### src/rtl/axi4_lite_arb2_if.sv
// ----------------------------------------------------------------------------
// axi4_lite_if
// AXI4-Lite channel bundle used by axi4_lite_arb2 and its environment.
//   Parameters : AXI_ALEN (address width), AXI_DLEN (data width, strobe = /8)
//   Modport M  : master view  (drives AW/W/AR valid+payload, B/R ready)
//   Modport S  : slave view   (drives AW/W/AR ready, B/R valid+payload)
// ----------------------------------------------------------------------------
interface axi4_lite_if #(
    parameter int AXI_ALEN = 64,
    parameter int AXI_DLEN = 64
) ();
    localparam int STRB_W = AXI_DLEN / 8;

    logic                awvalid;
    logic                awready;
    logic [AXI_ALEN-1:0] awaddr;
    logic [2:0]          awprot;

    logic                wvalid;
    logic                wready;
    logic [AXI_DLEN-1:0] wdata;
    logic [STRB_W-1:0]   wstrb;

    logic                bvalid;
    logic                bready;
    logic [1:0]          bresp;

    logic                arvalid;
    logic                arready;
    logic [AXI_ALEN-1:0] araddr;
    logic [2:0]          arprot;

    logic                rvalid;
    logic                rready;
    logic [AXI_DLEN-1:0] rdata;
    logic [1:0]          rresp;

    modport M (
        output awvalid, awaddr, awprot, wvalid, wdata, wstrb, bready,
               arvalid, araddr, arprot, rready,
        input  awready, wready, bvalid, bresp, arready, rvalid, rdata, rresp
    );

    modport S (
        input  awvalid, awaddr, awprot, wvalid, wdata, wstrb, bready,
               arvalid, araddr, arprot, rready,
        output awready, wready, bvalid, bresp, arready, rvalid, rdata, rresp
    );
endinterface

### src/rtl/axi4_lite_arb2.sv
// ----------------------------------------------------------------------------
// axi4_lite_arb2
// Two-master to one-slave AXI4-Lite arbiter. One complete transaction
// (address, data, response) is in flight at a time; the winner's channels are
// forwarded to the shared slave and the other master is held off.
//   clk     : system clock, rising edge
//   rstn    : asynchronous active-low reset
//   s0, s1  : upstream ports (arbiter is the slave), master 0 / master 1
//   m       : downstream port to the shared slave (arbiter is the master)
//   o_grant : one-hot current owner, 2'b00 when idle
//   o_busy  : high whenever the FSM is not IDLE
// Build option:
//   ARB_FIXED_PRIO_EN : master 0 always wins a tie; no last-winner register.
//                       Undefined (default): round-robin between the masters.
// ----------------------------------------------------------------------------
module axi4_lite_arb2 #(
    parameter int AXI_ALEN = 64,
    parameter int AXI_DLEN = 64
) (
    input  logic          clk,
    input  logic          rstn,
    axi4_lite_if.S        s0,
    axi4_lite_if.S        s1,
    axi4_lite_if.M        m,
    output logic [1:0]    o_grant,
    output logic          o_busy
);
    localparam int STRB_W = AXI_DLEN / 8;

    typedef enum logic [2:0] {
        IDLE,
        W_ADDR,
        W_RESP,
        R_ADDR,
        R_DATA
    } state_e;

    state_e state_q, state_d;
    logic   owner_q, owner_d;
    logic   aw_done_q, aw_done_d;
    logic   w_done_q, w_done_d;
`ifndef ARB_FIXED_PRIO_EN
    logic   last_q, last_d;
`endif

    // Request decode and arbitration
    logic wreq0, wreq1, req0, req1;
    logic win, win_wreq;

    assign wreq0 = s0.awvalid | s0.wvalid;
    assign wreq1 = s1.awvalid | s1.wvalid;
    assign req0  = wreq0 | s0.arvalid;
    assign req1  = wreq1 | s1.arvalid;

    always_comb begin
        win = 1'b0;
        if (req0 && req1) begin
`ifdef ARB_FIXED_PRIO_EN
            win = 1'b0;
`else
            win = ~last_q;
`endif
        end else begin
            win = req1;
        end
        win_wreq = win ? wreq1 : wreq0;
    end

    // Selected upstream master; payload follows s0 while idle
    logic                sel;
    logic                sel_awvalid, sel_wvalid, sel_bready, sel_arvalid, sel_rready;
    logic [AXI_ALEN-1:0] sel_awaddr, sel_araddr;
    logic [2:0]          sel_awprot, sel_arprot;
    logic [AXI_DLEN-1:0] sel_wdata;
    logic [STRB_W-1:0]   sel_wstrb;

    assign sel = (state_q == IDLE) ? 1'b0 : owner_q;

    always_comb begin
        sel_awvalid = sel ? s1.awvalid : s0.awvalid;
        sel_awaddr  = sel ? s1.awaddr  : s0.awaddr;
        sel_awprot  = sel ? s1.awprot  : s0.awprot;
        sel_wvalid  = sel ? s1.wvalid  : s0.wvalid;
        sel_wdata   = sel ? s1.wdata   : s0.wdata;
        sel_wstrb   = sel ? s1.wstrb   : s0.wstrb;
        sel_bready  = sel ? s1.bready  : s0.bready;
        sel_arvalid = sel ? s1.arvalid : s0.arvalid;
        sel_araddr  = sel ? s1.araddr  : s0.araddr;
        sel_arprot  = sel ? s1.arprot  : s0.arprot;
        sel_rready  = sel ? s1.rready  : s0.rready;
    end

    // Downstream valids depend only on registered state and upstream valids,
    // never on m-side readies.
    logic aw_hs, w_hs, b_hs, ar_hs, r_hs;
    assign aw_hs = m.awvalid & m.awready;
    assign w_hs  = m.wvalid  & m.wready;
    assign b_hs  = m.bvalid  & m.bready;
    assign ar_hs = m.arvalid & m.arready;
    assign r_hs  = m.rvalid  & m.rready;

    // Next-state logic
    always_comb begin
        state_d   = state_q;
        owner_d   = owner_q;
        aw_done_d = aw_done_q;
        w_done_d  = w_done_q;
`ifndef ARB_FIXED_PRIO_EN
        last_d    = last_q;
`endif
        unique case (state_q)
            IDLE: begin
                if (req0 || req1) begin
                    owner_d = win;
                    state_d = win_wreq ? W_ADDR : R_ADDR;
                end
            end
            W_ADDR: begin
                aw_done_d = aw_done_q | aw_hs;
                w_done_d  = w_done_q  | w_hs;
                if (aw_done_d && w_done_d) begin
                    aw_done_d = 1'b0;
                    w_done_d  = 1'b0;
                    state_d   = W_RESP;
                end
            end
            W_RESP: begin
                if (b_hs) begin
                    state_d = IDLE;
`ifndef ARB_FIXED_PRIO_EN
                    last_d  = owner_q;
`endif
                end
            end
            R_ADDR: begin
                if (ar_hs) state_d = R_DATA;
            end
            R_DATA: begin
                if (r_hs) begin
                    state_d = IDLE;
`ifndef ARB_FIXED_PRIO_EN
                    last_d  = owner_q;
`endif
                end
            end
            default: state_d = IDLE;
        endcase
    end

    // Channel forwarding
    logic aw_fwd, w_fwd;
    assign aw_fwd = (state_q == W_ADDR) && !aw_done_q;
    assign w_fwd  = (state_q == W_ADDR) && !w_done_q;

    always_comb begin
        m.awvalid  = aw_fwd && sel_awvalid;
        m.awaddr   = sel_awaddr;
        m.awprot   = sel_awprot;
        m.wvalid   = w_fwd && sel_wvalid;
        m.wdata    = sel_wdata;
        m.wstrb    = sel_wstrb;
        m.bready   = (state_q == W_RESP) && sel_bready;
        m.arvalid  = (state_q == R_ADDR) && sel_arvalid;
        m.araddr   = sel_araddr;
        m.arprot   = sel_arprot;
        m.rready   = (state_q == R_DATA) && sel_rready;

        s0.awready = aw_fwd && !owner_q && m.awready;
        s1.awready = aw_fwd &&  owner_q && m.awready;
        s0.wready  = w_fwd  && !owner_q && m.wready;
        s1.wready  = w_fwd  &&  owner_q && m.wready;
        s0.bvalid  = (state_q == W_RESP) && !owner_q && m.bvalid;
        s1.bvalid  = (state_q == W_RESP) &&  owner_q && m.bvalid;
        s0.arready = (state_q == R_ADDR) && !owner_q && m.arready;
        s1.arready = (state_q == R_ADDR) &&  owner_q && m.arready;
        s0.rvalid  = (state_q == R_DATA) && !owner_q && m.rvalid;
        s1.rvalid  = (state_q == R_DATA) &&  owner_q && m.rvalid;

        s0.bresp   = m.bresp;
        s1.bresp   = m.bresp;
        s0.rdata   = m.rdata;
        s1.rdata   = m.rdata;
        s0.rresp   = m.rresp;
        s1.rresp   = m.rresp;
    end

    assign o_busy  = (state_q != IDLE);
    assign o_grant = o_busy ? (owner_q ? 2'b10 : 2'b01) : 2'b00;

    always_ff @(posedge clk or negedge rstn) begin
        if (!rstn) begin
            state_q   <= IDLE;
            owner_q   <= 1'b0;
            aw_done_q <= 1'b0;
            w_done_q  <= 1'b0;
`ifndef ARB_FIXED_PRIO_EN
            last_q    <= 1'b1;
`endif
        end else begin
            state_q   <= state_d;
            owner_q   <= owner_d;
            aw_done_q <= aw_done_d;
            w_done_q  <= w_done_d;
`ifndef ARB_FIXED_PRIO_EN
            last_q    <= last_d;
`endif
        end
    end
endmodule

### src/flat_wrapper.sv
// flat-port wrapper written by rule: the top's interface ports become plain ports
module axi4_lite_arb2_flat 
#(
    parameter int AXI_ALEN = 64,
    parameter int AXI_DLEN = 64
)
  (clk, rstn, o_grant, o_busy, s0_awvalid, s0_awaddr, s0_awprot, s0_wvalid, s0_wdata, s0_wstrb, s0_bready, s0_arvalid, s0_araddr, s0_arprot, s0_rready, s0_awready, s0_wready, s0_bvalid, s0_bresp, s0_arready, s0_rvalid, s0_rdata, s0_rresp, s1_awvalid, s1_awaddr, s1_awprot, s1_wvalid, s1_wdata, s1_wstrb, s1_bready, s1_arvalid, s1_araddr, s1_arprot, s1_rready, s1_awready, s1_wready, s1_bvalid, s1_bresp, s1_arready, s1_rvalid, s1_rdata, s1_rresp, m_awvalid, m_awaddr, m_awprot, m_wvalid, m_wdata, m_wstrb, m_bready, m_arvalid, m_araddr, m_arprot, m_rready, m_awready, m_wready, m_bvalid, m_bresp, m_arready, m_rvalid, m_rdata, m_rresp);
  axi4_lite_if #(.AXI_ALEN(AXI_ALEN), .AXI_DLEN(AXI_DLEN)) s0_i ();
  axi4_lite_if #(.AXI_ALEN(AXI_ALEN), .AXI_DLEN(AXI_DLEN)) s1_i ();
  axi4_lite_if #(.AXI_ALEN(AXI_ALEN), .AXI_DLEN(AXI_DLEN)) m_i ();
  input  logic clk;
  input  logic rstn;
  output logic [1:0] o_grant;
  output logic o_busy;
  input wire logic [$bits(s0_i.awvalid)-1:0] s0_awvalid;
  input wire logic [$bits(s0_i.awaddr)-1:0] s0_awaddr;
  input wire logic [$bits(s0_i.awprot)-1:0] s0_awprot;
  input wire logic [$bits(s0_i.wvalid)-1:0] s0_wvalid;
  input wire logic [$bits(s0_i.wdata)-1:0] s0_wdata;
  input wire logic [$bits(s0_i.wstrb)-1:0] s0_wstrb;
  input wire logic [$bits(s0_i.bready)-1:0] s0_bready;
  input wire logic [$bits(s0_i.arvalid)-1:0] s0_arvalid;
  input wire logic [$bits(s0_i.araddr)-1:0] s0_araddr;
  input wire logic [$bits(s0_i.arprot)-1:0] s0_arprot;
  input wire logic [$bits(s0_i.rready)-1:0] s0_rready;
  output wire logic [$bits(s0_i.awready)-1:0] s0_awready;
  output wire logic [$bits(s0_i.wready)-1:0] s0_wready;
  output wire logic [$bits(s0_i.bvalid)-1:0] s0_bvalid;
  output wire logic [$bits(s0_i.bresp)-1:0] s0_bresp;
  output wire logic [$bits(s0_i.arready)-1:0] s0_arready;
  output wire logic [$bits(s0_i.rvalid)-1:0] s0_rvalid;
  output wire logic [$bits(s0_i.rdata)-1:0] s0_rdata;
  output wire logic [$bits(s0_i.rresp)-1:0] s0_rresp;
  input wire logic [$bits(s1_i.awvalid)-1:0] s1_awvalid;
  input wire logic [$bits(s1_i.awaddr)-1:0] s1_awaddr;
  input wire logic [$bits(s1_i.awprot)-1:0] s1_awprot;
  input wire logic [$bits(s1_i.wvalid)-1:0] s1_wvalid;
  input wire logic [$bits(s1_i.wdata)-1:0] s1_wdata;
  input wire logic [$bits(s1_i.wstrb)-1:0] s1_wstrb;
  input wire logic [$bits(s1_i.bready)-1:0] s1_bready;
  input wire logic [$bits(s1_i.arvalid)-1:0] s1_arvalid;
  input wire logic [$bits(s1_i.araddr)-1:0] s1_araddr;
  input wire logic [$bits(s1_i.arprot)-1:0] s1_arprot;
  input wire logic [$bits(s1_i.rready)-1:0] s1_rready;
  output wire logic [$bits(s1_i.awready)-1:0] s1_awready;
  output wire logic [$bits(s1_i.wready)-1:0] s1_wready;
  output wire logic [$bits(s1_i.bvalid)-1:0] s1_bvalid;
  output wire logic [$bits(s1_i.bresp)-1:0] s1_bresp;
  output wire logic [$bits(s1_i.arready)-1:0] s1_arready;
  output wire logic [$bits(s1_i.rvalid)-1:0] s1_rvalid;
  output wire logic [$bits(s1_i.rdata)-1:0] s1_rdata;
  output wire logic [$bits(s1_i.rresp)-1:0] s1_rresp;
  output wire logic [$bits(m_i.awvalid)-1:0] m_awvalid;
  output wire logic [$bits(m_i.awaddr)-1:0] m_awaddr;
  output wire logic [$bits(m_i.awprot)-1:0] m_awprot;
  output wire logic [$bits(m_i.wvalid)-1:0] m_wvalid;
  output wire logic [$bits(m_i.wdata)-1:0] m_wdata;
  output wire logic [$bits(m_i.wstrb)-1:0] m_wstrb;
  output wire logic [$bits(m_i.bready)-1:0] m_bready;
  output wire logic [$bits(m_i.arvalid)-1:0] m_arvalid;
  output wire logic [$bits(m_i.araddr)-1:0] m_araddr;
  output wire logic [$bits(m_i.arprot)-1:0] m_arprot;
  output wire logic [$bits(m_i.rready)-1:0] m_rready;
  input wire logic [$bits(m_i.awready)-1:0] m_awready;
  input wire logic [$bits(m_i.wready)-1:0] m_wready;
  input wire logic [$bits(m_i.bvalid)-1:0] m_bvalid;
  input wire logic [$bits(m_i.bresp)-1:0] m_bresp;
  input wire logic [$bits(m_i.arready)-1:0] m_arready;
  input wire logic [$bits(m_i.rvalid)-1:0] m_rvalid;
  input wire logic [$bits(m_i.rdata)-1:0] m_rdata;
  input wire logic [$bits(m_i.rresp)-1:0] m_rresp;
  assign s0_i.awvalid = s0_awvalid;
  assign s0_i.awaddr = s0_awaddr;
  assign s0_i.awprot = s0_awprot;
  assign s0_i.wvalid = s0_wvalid;
  assign s0_i.wdata = s0_wdata;
  assign s0_i.wstrb = s0_wstrb;
  assign s0_i.bready = s0_bready;
  assign s0_i.arvalid = s0_arvalid;
  assign s0_i.araddr = s0_araddr;
  assign s0_i.arprot = s0_arprot;
  assign s0_i.rready = s0_rready;
  assign s0_awready = s0_i.awready;
  assign s0_wready = s0_i.wready;
  assign s0_bvalid = s0_i.bvalid;
  assign s0_bresp = s0_i.bresp;
  assign s0_arready = s0_i.arready;
  assign s0_rvalid = s0_i.rvalid;
  assign s0_rdata = s0_i.rdata;
  assign s0_rresp = s0_i.rresp;
  assign s1_i.awvalid = s1_awvalid;
  assign s1_i.awaddr = s1_awaddr;
  assign s1_i.awprot = s1_awprot;
  assign s1_i.wvalid = s1_wvalid;
  assign s1_i.wdata = s1_wdata;
  assign s1_i.wstrb = s1_wstrb;
  assign s1_i.bready = s1_bready;
  assign s1_i.arvalid = s1_arvalid;
  assign s1_i.araddr = s1_araddr;
  assign s1_i.arprot = s1_arprot;
  assign s1_i.rready = s1_rready;
  assign s1_awready = s1_i.awready;
  assign s1_wready = s1_i.wready;
  assign s1_bvalid = s1_i.bvalid;
  assign s1_bresp = s1_i.bresp;
  assign s1_arready = s1_i.arready;
  assign s1_rvalid = s1_i.rvalid;
  assign s1_rdata = s1_i.rdata;
  assign s1_rresp = s1_i.rresp;
  assign m_awvalid = m_i.awvalid;
  assign m_awaddr = m_i.awaddr;
  assign m_awprot = m_i.awprot;
  assign m_wvalid = m_i.wvalid;
  assign m_wdata = m_i.wdata;
  assign m_wstrb = m_i.wstrb;
  assign m_bready = m_i.bready;
  assign m_arvalid = m_i.arvalid;
  assign m_araddr = m_i.araddr;
  assign m_arprot = m_i.arprot;
  assign m_rready = m_i.rready;
  assign m_i.awready = m_awready;
  assign m_i.wready = m_wready;
  assign m_i.bvalid = m_bvalid;
  assign m_i.bresp = m_bresp;
  assign m_i.arready = m_arready;
  assign m_i.rvalid = m_rvalid;
  assign m_i.rdata = m_rdata;
  assign m_i.rresp = m_rresp;
  axi4_lite_arb2 #(.AXI_ALEN(AXI_ALEN), .AXI_DLEN(AXI_DLEN)) u_core (.clk(clk), .rstn(rstn), .s0(s0_i), .s1(s1_i), .m(m_i), .o_grant(o_grant), .o_busy(o_busy));
endmodule
### config.mk
export PLATFORM = sky130hd
export DESIGN_NAME = axi4_lite_arb2_flat
export DESIGN_NICKNAME = d
export VERILOG_FILES = /design/src/rtl/axi4_lite_arb2_if.sv /design/src/rtl/axi4_lite_arb2.sv /design/src/flat_wrapper.sv
export SDC_FILE = /design/constraint.sdc
export NUM_CORES = 1
export LEC_CHECK = 0
export ABC_CLOCK_PERIOD_IN_PS = 2100
export CAP_MARGIN = 20
export CORE_AREA = 2 2 337 339
export DETAILED_ROUTE_END_ITERATION = 12
export DIE_AREA = 0 0 339 341
export GPL_TIMING_DRIVEN = 1
export REMOVE_ABC_BUFFERS = 1
export SLEW_MARGIN = 5
export SYNTH_ARGS = -nofsm -noshare
export SYNTH_HDL_FRONTEND = slang
export SYNTH_SLANG_ARGS = --single-unit
### constraint.sdc
create_clock -name clk -period 2.1 [get_ports clk]
set_clock_uncertainty 0.1 [all_clocks]
set_input_delay 0.42 -clock clk [delete_from_list [all_inputs] [get_ports clk]]
set_output_delay 0.42 -clock clk [all_outputs]
set_load 0.01 [all_outputs]
==> out/qor.csv, run 1 <==
stage;metric;value;unit
sta;post-route-period-util;119.0;%
sta;max_slew_margin;72.36;%
power;p_sw_share;50.06;%
clock_network;cts.htree.levels;1;
setup_path;critical_path.slowest_cell;dfrtp_1;
flow_run;maxCapViolations;0;
power;pwr-share-comb;96.4;%
synthesis;syn_area_per_cell;4.780;sq um
finish;post-route-util;11.91;%
finish;drive_gt1_share;30.55;%
synthesis;synthArstFlopShare;100.0;%
synthesis;synth_top_area_cell;nand2_1;
routing;drt_first_iter_violations;468;
synthesis;yosys-top-cells-area;nand2_1, buf_4, dfrtp_1;
synthesis;ys_ff_latch;7;
routing;detail_route.wl_per_cell;31.32;microns
power;ir_drop;0.0008579;V
floorplan;die_area;0.1156;sq mm
clock_network;cts_tree;yes;
clock_network;cts.sinks;7;
power;p_int;0.008644;W
placed_design;dp_cells;2917;
synthesis;syn_area;0.004254;sq mm
synthesis;synth_compound_area_share;3.412;%
power;p_clk_share;1.9;%
floorplan;die_w;339;microns
setup_path;critical_path_class;flop to primary output;
setup_path;path_buf_inv;6;
synthesis;synth-edff-count;0;
global_routing;grt_overflow_total;0;
run_status;status;finished with violations;
synthesis;synth_mux_area_share;1.912;%
sta;clock.fmax;400.1;MHz
sta;setup_viol;219;
setup_path;critPathArrivalTime;1980;ps
routing;ant_nets;0;
synthesis;synthSimpleGateAreaFrac;60.21;%
sta;timing.final.crit_period;2500;ps
floorplan;die_height;341;microns
clock_network;cts_root_buf;clkbuf_16;
synthesis;synth_top_family_by_area;simple AND/OR/NAND/NOR gates;
routing;num_vias;8889;
setup_path;worstPathRequired;1580;ps
synthesis;seq_area_frac_synth;4.147;%
routing;viasPerCell;2.992;
sta;worst_pin_slew;413.3;ps
synthesis;synth.top_cell.area_share;55.15;%
placed_design;dp_slack;-503.0;ps
power;p_sw;0.008665;W
clock_network;cts_made_buffers;3;
synthesis;synthAdderAreaFrac;0;%
finish;fin_nets;1961;
floorplan;start_util;3.802;%
routing;firstDrtPassIters;6;
hold_path;hold_path_class;input port to async pin;
run_status;violations;negative setup slack;
sta;hold_ws;372.6;ps
placed_design;place_area;0.01232;sq mm
synthesis;yosys_warnings;0;
synthesis;synth_ff_type;dfrtp_1;
setup_path;crit_top_cell;buf_12;
global_routing;grt_start_max_net_pins;39;
setup_path;crit_family;buffers and inverters;
clock_network;hold_buffers;0;
sta;worst_slack;-399.7;ps
global_routing;grt_antenna_before_repair;92;
setup_path;worstPathMaxFanout;9;
placed_design;io_buffers;652;
setup_path;max_stage_delay;390;ps
sta;drv_slew;0;
clock_network;clk_pin_slew;40;ps
clock_network;clk_latency;240;ps
routing;drc;0;
floorplan;coreArea;0.1119;sq mm
global_routing;grt_pass1_vias;8540;
finish;stdcell_area;0.01332;sq mm
synthesis;ys_types;34;
sta;rsz0062_at_grt;true;
finish;fin_cells;2971;
finish;syn_to_final_growth;213.1;%
power;seq_power_share;1.6;%
synthesis;syn_inst;890;
setup_path;critPathCaptureType;primary output;
floorplan;io_pins;857;
power;power_density;1299;mW/mm^2
placed_design;dp_hpwl;83.50;mm
sta;hold_violations;0;
synthesis;synth-xor-area-share;0;%
power;power.leakage;5.919;nW
global_routing;grt_usage;15.27;%
placed_design;gp_congestion;0.9174;
floorplan;row_count;123;
global_routing;grt_pass1_wl;111.0;mm
setup_path;startpoint_type;flop;
setup_path;worstPathCellList;o31ai_4 > buf_12 > inv_16 > buf_16 > buf_12 > buf_12 > nand2_1 > nand2_2 > buf_12;
routing;routed_wl;93.05;mm
clock_network;clockBufferDepth;2;
## through the flow
| step | setup TNS, ps | total power [W] |
|---|---|---|
| 6_report | -52180 | 0.01731 |
| 5_1_grt | -69340 | 0.01862 |
| 4_1_cts | -70420 | 0.01681 |
| 3_5_place_dp | -65320 | 0.01527 |
| 3_3_place_gp | -63250 | 0.01526 |
| 2_1_floorplan | -1333040 | 0.005559 |
## flip-flops by register name, summed over array words and instances, names as in the netlist
name and count:
u_core.aw_done_q 1, u_core.last_q 1, u_core.state_q 3, u_core.owner_q 1, u_core.w_done_q 1
## layer usage
| layer | vias up | part of all wire [%] | global-route usage [%] |
|---|---|---|---|
| met1 | 3987 | 44 | 19.88 |
| li1 | 3715 | - | - |
| met5 | - | 1.0 | 5.474 |
| met3 | 174 | 15 | 9.949 |
| met2 | 985 | 38 | 21.02 |
| met4 | 28 | 1.8 | 1.167 |
## cells by family (layout without fill, tap and decap cells)
group / Yosys count / in the layout
and+or+nand+nor: 663 / 663
buffers and inverters: 193 / 766
AOI/OAI and AO/OA: 19 / 19
muxes: 8 / 8
DFF: 7 / 7
other: 0 / 8
## cells in the mapped netlist, types with 2 or more instances
master and number:
nand2_1 625, o21ai_0 4, nand3_1 3, buf_6 2, nor2b_1 3, buf_4 138, inv_1 6, or3_1 2
dfrtp_1 6, mux2i_1 7, o22a_1 2, a221oi_1 2, nor2_1 12, nor3_1 9, clkbuf_1 20, a21oi_1 3
buf_2 26, nor4_1 2, a31oi_1 3
## worst paths after layout
kind	start	endpoint	slack [ps]	cells after the start
min in group clk	u_core.w_done_q	u_core.w_done_q	530	1
max	u_core.state_q[0]	m_wdata[54]	-400	9
min	rstn	u_core.aw_done_q	370	1
max reg2reg	u_core.state_q[0]	u_core.state_q[1]	100	6
min reg2reg	u_core.w_done_q	u_core.w_done_q	530	1
max in group asynchronous	rstn	u_core.last_q	1220	1
## cell usage in the layout, fill, tap and decap left out, types with 3 or more instances in the layout
cell type / Yosys / routed
nand2_4: 0 / 29
diode_2: 0 / 8
clkbuf_2: 0 / 9
mux2i_1: 7 / 5
clkdlybuf4s50_1: 0 / 431
nor3_1: 9 / 7
buf_4: 138 / 68
nand2_2: 0 / 91
nor2_1: 12 / 10
a21oi_1: 3 / 3
o21ai_0: 4 / 4
buf_12: 0 / 53
clkdlybuf4s15_2: 0 / 46
dfrtp_1: 6 / 6
a31oi_1: 3 / 3
dlygate4sd2_1: 0 / 20
dlymetal6s2s_1: 0 / 4
buf_8: 0 / 7
clkbuf_16: 0 / 6
nand2_1: 625 / 503
buf_2: 26 / 77
buf_6: 2 / 29
nor2b_1: 3 / 3
buf_16: 0 / 5
## final cells by class
| cell class | count | area, sq um |
|---|---|---|
| Tap cell | 1500 | 1877 |
| Antenna cell | 8 | 20.02 |
| Fill cell | 13003 | 98560 |
| Multi-Input combinational cell | 690 | 3366 |
| Sequential cell | 7 | 176.4 |
| Timing Repair inverter | 1 | 8.758 |
| Clock buffer | 4 | 78.83 |
| Inverter | 7 | 48.80 |
| Timing Repair Buffer | 754 | 7746 |
## power by group through the flow
stage | Clock [W] | Combinational, W | Sequential, W
5_1_grt | 0.000341 | 0.0180 | 0.000291
6_report | 0.000334 | 0.0167 | 0.000283
3_5_place_dp | 0 | 0.0150 | 0.000270
3_3_place_gp | 0 | 0.0150 | 0.000268
2_1_floorplan | 0 | 0.00524 | 0.000316
4_1_cts | 0.000334 | 0.0162 | 0.000274
## what timing repair did
action                                  in CTS  in global routing
cloned                                       7                  3
pin swaps                                   30                 44
buffers inserted                            25                 14
endpoints found under the setup margin     224                225
resized for setup                          625                210
(Power assumes the default switching activity.)
==> run 2: changes to the inputs <==
--- a/config.mk
+++ b/config.mk
@@ -10,7 +10,7 @@
 export CORE_AREA = 2 2 337 339
 export DETAILED_ROUTE_END_ITERATION = 12
 export DIE_AREA = 0 0 339 341
-export GPL_TIMING_DRIVEN = 1
+export GPL_TIMING_DRIVEN = 0
 export REMOVE_ABC_BUFFERS = 1
 export SLEW_MARGIN = 5
 export SYNTH_ARGS = -nofsm -noshare
==> run 2 against run 1 <==
  * Critical endpoint is now m_araddr[17]
  * First-iteration DRC count fell by 1.7%
  * Highest routed layer unchanged
  * Die area did not move
  * Cell count rose by 0.84%
  * Critical path depth did not move
  * Flip-flop and latch count did not move
  * Critical path type unchanged
  * Wire length rose by 5.0%
  * The run still ends with negative setup slack left
  * Design area rose by 9.0%
  * Register-to-register slack got worse by 30 ps
==> out/qor.csv, run 2 (synthesis results as in run 1) <==
stage;metric;value;unit
clock_network;cts_tree;yes;
setup_path;critPathCaptureType;primary output;
setup_path;worstPathMaxFanout;8;
hold_path;hold_path_class;input port to async pin;
clock_network;clk_pin_slew;40;ps
run_status;status;finished with violations;
finish;final_cell_mix;clkdlybuf4s50_1, nand2_1, nand2_2;
setup_path;r2r_start;u_core.state_q[0];
routing;drt_first_iter_violations;460;
sta;timing.final.crit_period;2566;ps
sta;clock.fmax;389.7;MHz
sta;worst_pin_slew;415.8;ps
global_routing;grt_overflow_total;0;
sta;drv_slew;0;
floorplan;coreArea;0.1119;sq mm
routing;drc;0;
setup_path;rr_endpoint;u_core.state_q[1];
finish;fillers;12935;
routing;route.met3.wl;13.82;mm
sta;max_slew_margin;72.28;%
routing;detail_route.wl_per_cell;32.62;microns
finish;final_common_cell;clkdlybuf4s50_1;
placed_design;dp_cells;2868;
floorplan;die_height;341;microns
clock_network;clockBufferDepth;2;
clock_network;cts_root_buf;clkbuf_16;
floorplan;die_w;339;microns
sta;worst_slack;-465.8;ps
setup_path;rrSetupSlack;70;ps
setup_path;startpoint_type;flop;
finish;largest_register_ffs;3;
setup_path;max_stage_delay;420;ps
setup_path;r2r_cells;7;
routing;highest_layer;met5;
routing;routed_wl;97.72;mm
finish;stdcell_area;0.01452;sq mm
finish;fin_nets;1983;
power;ir_drop;0.0007495;V
global_routing;grt_start_max_net_pins;39;
sta;post-route-period-util;122.2;%
global_routing;grt_antenna_before_repair;90;
routing;num_vias;8996;
floorplan;io_pins;857;
finish;drive_gt1_share;39.19;%
routing;firstDrtPassIters;5;
setup_path;critPathArrivalTime;2050;ps
setup_path;critical_path_class;flop to primary output;
global_routing;grt_pass1_wl;115.8;mm
placed_design;place_area;0.01162;sq mm
setup_path;critical_path.slowest_cell;dfrtp_2;
setup_path;worstPathCellList;o31ai_4 > buf_12 > buf_16 > inv_16 > buf_16 > buf_12 > nand2_2 > nand2_1 > buf_2;
flow_run;maxCapViolations;0;
finish;fin_cells;2996;
floorplan;die_area;0.1156;sq mm
finish;syn_to_final_growth;241.2;%
finish;largest_register;u_core.state_q;
routing;ant_nets;0;
clock_network;cts.sinks;7;
global_routing;grt_pass1_vias;8522;
global_routing;grt_usage;16.01;%
clock_network;clk_latency;240;ps
routing;wl_met1;43.78;mm
placed_design;dp_hpwl;81.07;mm
sta;rsz0062_at_grt;true;
run_status;violations;negative setup slack;
routing;wl_met2;36.84;mm
setup_path;worstPathRequired;1580;ps
clock_network;cts.htree.levels;1;
power;power_density;1479;mW/mm^2
placed_design;io_buffers;652;
floorplan;row_count;123;
floorplan;start_util;3.802;%
power;power.leakage;6.423;nW
sta;hold_violations;0;
sta;setup_viol;218;
clock_network;cts_made_buffers;3;
placed_design;gp_congestion;0.8863;
routing;viasPerCell;3.003;
run 2: how the worst max path moves through the flow:
stage | startpoint | end | slack [ps]
after floorplan | u_core.state_q[0] | m_araddr[0] | -6330
after global placement | u_core.state_q[0] | m_awaddr[58] | -14610
after detailed placement | u_core.owner_q | m_wdata[27] | -1860
after CTS | u_core.state_q[2] | m_awaddr[63] | -500
after global routing | u_core.state_q[1] | m_awaddr[49] | -520
final | u_core.state_q[0] | m_araddr[17] | -470
run 2: per-stage QoR:
step	worst slack [ps]	total power (W)	setup TNS, ps	hold slack (ps)	util [%]
2_1_floorplan	-6326	0.005559	-1333040	24.41	-
6_report	-465.8	0.02146	-77370	373.0	12.97
3_5_place_dp	-1855	0.01389	-305470	442.3	10.38
3_3_place_gp	-14610	0.01019	-2973590	422.6	10.18
5_1_grt	-524.7	0.02283	-91190	399.3	12.97
4_1_cts	-498.8	0.02003	-88120	376.1	12.27
run 2: report_power, final:
part	internal (W)	total, W	switching (W)
Combinational	0.0101	0.0208	0.0107
Sequential	0.000214	0.000295	0.0000810
Clock	0.000254	0.000341	0.0000874
Total	0.0106	0.0215	0.0109
run 2: worst max-delay path, delay by kind of cell, from the launching register on:
| kind | cells | cell delay, ps |
|---|---|---|
| compound gates | 1 | 300 |
| buf+inv | 6 | 910 |
| flops | 1 | 420 |
| simple gates | 2 | 130 |
run 2: what timing repair did:
item	CTS	global route
hold endpoints to repair	0	0
endpoints found under the setup margin	228	226
resized for setup	1179	286
pin swaps	76	74
hold buffers	0	0
cloned	23	5
buffers inserted	67	20
run 2: layout make-up:
| class | count | area, sq um | area share [%] |
|---|---|---|---|
| clock buffer | 4 | 78.83 | 0.5430 |
| timing repair inverter | 5 | 100.1 | 0.6895 |
| tap | 1500 | 1877 | 12.93 |
| timing repair buffer | 772 | 8097 | 55.77 |
| antenna | 11 | 27.53 | 0.1896 |
| inverter | 7 | 42.54 | 0.2931 |
| multi-input combinational | 690 | 4113 | 28.33 |
| sequential | 7 | 181.4 | 1.250 |
run 2: layer usage:
metal  up-vias  GRT usage (%)
met4        33          1.880
met1      4083          21.00
li1       3776              -
met5         -          4.208
met3       194          10.27
met2       910          21.83
==> RTL change 1, RTL diff (flow settings as in run 2) <==
Re-encode `state_e` (5 states) as one-hot, 5 bits wide.
--- a/src/rtl/axi4_lite_arb2.sv
+++ b/src/rtl/axi4_lite_arb2.sv
@@ -27,12 +27,12 @@
 );
     localparam int STRB_W = AXI_DLEN / 8;
 
-    typedef enum logic [2:0] {
-        IDLE,
-        W_ADDR,
-        W_RESP,
-        R_ADDR,
-        R_DATA
+    typedef enum logic [4:0] {
+        IDLE   = 5'b00001,
+        W_ADDR = 5'b00010,
+        W_RESP = 5'b00100,
+        R_ADDR = 5'b01000,
+        R_DATA = 5'b10000
     } state_e;
 
     state_e state_q, state_d;
Behaviour: no difference found for any inputs over 4 cycles, from zero or initial values and one cycle with rstn low; so few cycles prove little.
==> RTL change 1 against run 2 <==
The flow still finishes with violations (setup timing); total power rose by 9.8%; largest power group unchanged; final area down 4.4%; sequential cell count grew 2; maximum frequency decreased by 15%; via count up 0.39%; sequential share of layout area up 0.41 points; synthesized area is 1.9% higher; highest routed layer unchanged; worst setup slack got worse by 0.45 ns; die area unchanged; sequential power increased by 28%; wire length about the same.
==> RTL change 1: results (changes against run 2) <==
* Routability cong. at 0.830 (-6.4%)
* Cell count after placement at 2882 (+0.49%)
* TritonRoute pass-1 iters at 6 (+1)
* R2r setup slk at -0.82 ns (-0.89 ns)
* CTS H-tree depth at 1 (unchanged)
* Global Route Usage Sum at 0.160 (about the same)
* Hpwl dp at 79200 um (-2.3%)
* Cells on worst reg2reg path at 11 (+4)
* Post-route setup slack at -0.916 ns (-0.450 ns)
* Antenna violations before repair at 93 (+3.3%)
* Initial DRC count at 480 (+4.3%)
* Failing checks: setup timing
* Syn avg cell area at 4.77 um2 (-0.19%)
* Arr. time, crit path at 2.50 ns (+0.45 ns)
* Cell variety after synth at 42 (+24%)
* Synth area leaders: nand2_1 (55%), buf_4 (24%), dfrtp_1 (4.0%)
* Outcome: complete, but fails checks
* VDD IR max at 1.05 mV (+40%)
* Synth top cells by count: nand2_1 (635), buf_4 (137), clkbuf_1 (33), nor2_1 (18), buf_2 (15)
* Vias post-DR at 9031 (+0.39%)
* Pre-CTS WS at -2.31 ns (-0.451 ns)
* First-pass GRT wire length at 116000 um (+0.20%)
* DRT met1 WL at 43400 um (-0.82%)
* Async SR Flop Fraction at 1.00 (unchanged)
* Met2 WL at 40200 um (+9.0%)
* CP Capture Point: m_wvalid
* WL per Instance at 32.5 um (-0.41%)
* Vias in the first global route at 8579 (+0.67%)
* Reg2reg end: u_core.last_q
* Clock Latency Late Sink at 0.24 ns (about the same)
* Final count of negative-setup-slack endpoints at 231 (+6.0%)
* Largest net degree at the start of global routing at 32 (-18%)
* Max reg flops at 5 (+2)
* Placed inst area at 11700 um2 (+0.66%)
* Final Net Count at 1996 (+0.66%)
* CP max FO at 7 (-1)
* Register area share after synthesis at 0.0525 (+0.0110)
* Reg-to-Reg Start: u_core.state_q[4]
* Total wire length at 97800 um (about the same)
* Met3 wire len at 11700 um (-15%)
* P_leak at 0.00633 uW (-1.4%)
* Layout cells sized above 1 at 0.273 (-0.119)
* Reg clk slew, reported paths at 0.04 ns (about the same)
* Worst slew pin tran at 0.476 ns (+0.0606 ns)
-- RTL change 1: cell count changes after synthesis, moves of 4 or more --
cell      change
mux2i_1       -4
nand2_1      +10
buf_2        -11
nor2_1        +6
clkbuf_1     +13
-- RTL change 1: kinds of logic after synthesis --
| group | Yosys count | synth area share |
|---|---|---|
| and+or+nand+nor | 680 | 0.604 |
| buffers and inverters | 192 | 0.289 |
| AOI/OAI and AO/OA | 23 | 0.0416 |
| DFF | 9 | 0.0525 |
| muxes | 5 | 0.0130 |
-- RTL change 1: area by class of cell --
class / instances / area, um2
diodes: 12 / 30.0
clock buffers: 4 / 78.8
fillers: 13000 / 98000
inverters: 5 / 35.0
multi-input cells: 708 / 3640
flip-flops and latches: 9 / 230
well taps: 1500 / 1880
repair buffers: 763 / 7810
repair inverters: 9 / 179
-- RTL change 1: critical path, stage by stage, from the launching register on --
cell and delay (ns):
dfrtp_2 0.40, or3_4 0.41, o21ai_4 0.20, clkbuf_16 0.19, buf_16 0.19, inv_16 0.08
buf_16 0.16, mux2i_1 0.11, nor3_1 0.20, buf_4 0.26
-- RTL change 1: stage by stage --
step	hold slack [ns]	TNS [ns]
final	0.412	-168.63
after global routing	0.437	-186.56
after detailed placement	0.442	-332.49
after global placement	0.434	-2291.33
after CTS	0.414	-184.19
after floorplan	0.0244	-1008.96
-- RTL change 1: worst min-delay path by stage --
| stage | endpoint | start | slack (ns) |
|---|---|---|---|
| 2_1_floorplan | u_core.aw_done_q | rstn | 0.02 |
| 3_3_place_gp | u_core.aw_done_q | u_core.aw_done_q | 0.43 |
| 3_5_place_dp | u_core.aw_done_q | u_core.aw_done_q | 0.44 |
| 4_1_cts | u_core.aw_done_q | rstn | 0.41 |
| 5_1_grt | u_core.w_done_q | rstn | 0.44 |
| 6_report | u_core.state_q[4] | rstn | 0.41 |
-- RTL change 1: what timing repair did --
| item | CTS | global route |
|---|---|---|
| gates resized for setup | 692 | 374 |
| endpoints found under the setup margin | 231 | 231 |
| buffers inserted | 59 | 25 |
| pin swaps | 36 | 23 |
| cloned | 25 | 6 |
-- RTL change 1: where the power goes --
part | leakage (uW) | switching [uW] | internal, uW | total, uW
sequential | 0.000108 | 116 | 261 | 377
clock | 0.0000382 | 88.4 | 254 | 343
combinational | 0.00619 | 12200 | 10600 | 22800
-- RTL change 1: layer usage --
metal  vias to the layer above  GRT usage
li1                       3819          -
met1                      4110      0.213
met2                       895      0.238
met3                       181     0.0761
met4                        26     0.0134
met5                         -     0.0339
==> RTL change 2, RTL diff (settings of run 2) <==
Without the edit above. `AXI_DLEN` is set to 64 in 3 places; all go to 96.
--- a/src/rtl/axi4_lite_arb2_if.sv
+++ b/src/rtl/axi4_lite_arb2_if.sv
@@ -7,7 +7,7 @@
 // ----------------------------------------------------------------------------
 interface axi4_lite_if #(
     parameter int AXI_ALEN = 64,
-    parameter int AXI_DLEN = 64
+    parameter int AXI_DLEN = 96
 ) ();
     localparam int STRB_W = AXI_DLEN / 8;
 
--- a/src/rtl/axi4_lite_arb2.sv
+++ b/src/rtl/axi4_lite_arb2.sv
@@ -15,7 +15,7 @@
 // ----------------------------------------------------------------------------
 module axi4_lite_arb2 #(
     parameter int AXI_ALEN = 64,
-    parameter int AXI_DLEN = 64
+    parameter int AXI_DLEN = 96
 ) (
     input  logic          clk,
     input  logic          rstn,
--- a/src/flat_wrapper.sv
+++ b/src/flat_wrapper.sv
@@ -2,7 +2,7 @@
 module axi4_lite_arb2_flat 
 #(
     parameter int AXI_ALEN = 64,
-    parameter int AXI_DLEN = 64
+    parameter int AXI_DLEN = 96
 )
   (clk, rstn, o_grant, o_busy, s0_awvalid, s0_awaddr, s0_awprot, s0_wvalid, s0_wdata, s0_wstrb, s0_bready, s0_arvalid, s0_araddr, s0_arprot, s0_rready, s0_awready, s0_wready, s0_bvalid, s0_bresp, s0_arready, s0_rvalid, s0_rdata, s0_rresp, s1_awvalid, s1_awaddr, s1_awprot, s1_wvalid, s1_wdata, s1_wstrb, s1_bready, s1_arvalid, s1_araddr, s1_arprot, s1_rready, s1_awready, s1_wready, s1_bvalid, s1_bresp, s1_arready, s1_rvalid, s1_rdata, s1_rresp, m_awvalid, m_awaddr, m_awprot, m_wvalid, m_wdata, m_wstrb, m_bready, m_arvalid, m_araddr, m_arprot, m_rready, m_awready, m_wready, m_bvalid, m_bresp, m_arready, m_rvalid, m_rdata, m_rresp);
   axi4_lite_if #(.AXI_ALEN(AXI_ALEN), .AXI_DLEN(AXI_DLEN)) s0_i ();
Ports: changed (9 resized); port bits go from 857 to 1061. No check against the original RTL was run, so the function may have changed too.
==> RTL change 2 against run 2 <==
Final area grew 7.1%; critical endpoint is now m_araddr[42]; highest routed layer unchanged; sequential cell count unchanged; synthesized area rose by 21%; worst setup slack got worse by 0.071 ns; total power increased by 13%; clock power down 4%; first-iteration DRC count rose by 66%; wire length increased by 45%; count of clock-buffer cells in the layout unchanged; final cell count increased by 7.2%; the flow still finishes with violations (setup timing); global-route usage up 7.2 points.
==> RTL change 2: results (changes against run 2) <==
* Outcome: complete, but fails checks
* Failing checks: setup timing
* Fill count at 12900 (-0.43%)
* Cell variety after synth at 34 (unchanged)
* Crit path kind: flop to output port
* I/O Buffers at 760 (+17%)
* Synth top cells by count: nand2_1 (739), buf_4 (202), clkbuf_1 (26), buf_2 (22), nor2_1 (17)
* Num CTS Buffers at 3 (unchanged)
* Routability cong. at 0.870 (-1.8%)
* Final count of negative-setup-slack endpoints at 260 (+19%)
* Yosys warns at 0 (unchanged)
* Hpwl dp at 124000 um (+53%)
* Max reg flops at 3 (unchanged)
* Drt via density at 3.35 (+12%)
* Reg with most FFs: u_core.state_q
* CP max FO at 7 (-1)
* Critical Path Max Stage Delay at 0.42 ns (about the same)
* Hold_ws at 0.379 ns (+0.00609 ns)
* Initial DRC count at 764 (+66%)
* Cells on worst reg2reg path at 7 (unchanged)
* Async SR Flop Fraction at 1.00 (unchanged)
* Reg2reg end: u_core.state_q[1]
* Max Root-Sink Buffers at 2 (unchanged)
* Dominant register cell in the synthesized netlist: dfrtp_1
* HP Class: input pin to async pin
* CTS H-tree depth at 1 (unchanged)
* Layout cells sized above 1 at 0.315 (-0.0774)
* CP Capture Point: m_araddr[42]
* Clock Latency Late Sink at 0.23 ns
* Reg clk slew, reported paths at 0.04 ns (about the same)
* Worst path slowest cell: dfrtp_2
* Final TNS setup at -100.73 ns (-23.36 ns)
* Final Net Count at 2303 (+16%)
* Vias in the first global route at 9516 (+12%)
* Worst slew pin tran at 0.446 ns (+0.0299 ns)
* Arr. time, crit path at 2.12 ns (+0.07 ns)
* Vias post-DR at 10800 (+20%)
* CP top delay family: buffers and inverters
* P_leak at 0.00723 uW (+13%)
* TritonRoute pass-1 iters at 7 (+2)
* VDD IR max at 0.685 mV (-8.6%)
* R2r setup slk at -0.23 ns (-0.30 ns)
* Global Route Usage Sum at 0.232 (+0.0720)
* Post-route setup slack at -0.537 ns (-0.0713 ns)
* Cell count after placement at 3087 (+7.6%)
* Syn avg cell area at 4.80 um2 (+0.43%)
* Antenna violations before repair at 146 (+62%)
* Register area share after synthesis at 0.0343 (-0.00716)
* First-pass GRT wire length at 161000 um (+39%)
* WL per Instance at 44.2 um (+36%)
* Largest net degree at the start of global routing at 53 (+36%)
* Reg-to-Reg Start: u_core.state_q[0]
* Clock tree root driver cell: clkbuf_16
* Synth area leaders: nand2_1 (54%), buf_4 (29%), dfrtp_1 (2.9%)
RTL change 2: cell count changes after synthesis, moves of 3 or more:
| cell | delta |
|---|---|
| buf_2 | -4 |
| a31oi_1 | -3 |
| nand2_1 | +114 |
| buf_1 | +7 |
| buf_4 | +64 |
| clkbuf_1 | +6 |
| nor2_1 | +5 |
| inv_1 | -3 |
RTL change 2: per-layer routing:
layer / GRT usage / wire length [um] / vias to the layer above
met3: 0.191 / 26200 / 306
met5: 0.0568 / 1130 / -
li1: - / - / 4303
met1: 0.247 / 50900 / 4783
met4: 0.0331 / 3600 / 58
met2: 0.355 / 60300 / 1307
RTL change 2: kinds of logic after synthesis:
logic type | share of synthesized area
compound gates | 0.0248
buf+inv | 0.346
mux | 0.0185
flops | 0.0343
simple gates | 0.577
RTL change 2: final cells by class:
cell class                 instances  area [um2]  share of cell area
clock buffer                       4        78.8             0.00507
multi-input combinational        802        4060               0.261
tap                             1500        1880               0.121
timing repair buffer             880        9200               0.592
sequential                         7         181              0.0117
antenna                           11        27.5             0.00177
timing repair inverter             4        81.3             0.00523
inverter                           4        31.3             0.00201
RTL change 2: stage by stage:
step | utilization | instance area (um2) | setup WS (ns)
floorplan | - | 3380 | -7.81
global placement | 0.115 | 12900 | -18.51
CTS | 0.125 | 14000 | -0.635
global route | 0.139 | 15500 | -0.598
finish | 0.139 | 15500 | -0.537
detailed placement | 0.117 | 13100 | -2.03
RTL change 2: timing repair:
item | in CTS | in global routing
pin swaps | 16 | 145
buffers inserted | 44 | 36
endpoints found under the setup margin | 264 | 262
resized for setup | 702 | 767
gates cloned | 18 | 12
RTL change 2: power breakdown:
group / total, uW / switching, uW / internal [uW]
logic: 23500 / 12400 / 11100
clock network: 327 / 74.2 / 253
registers: 280 / 69.0 / 211
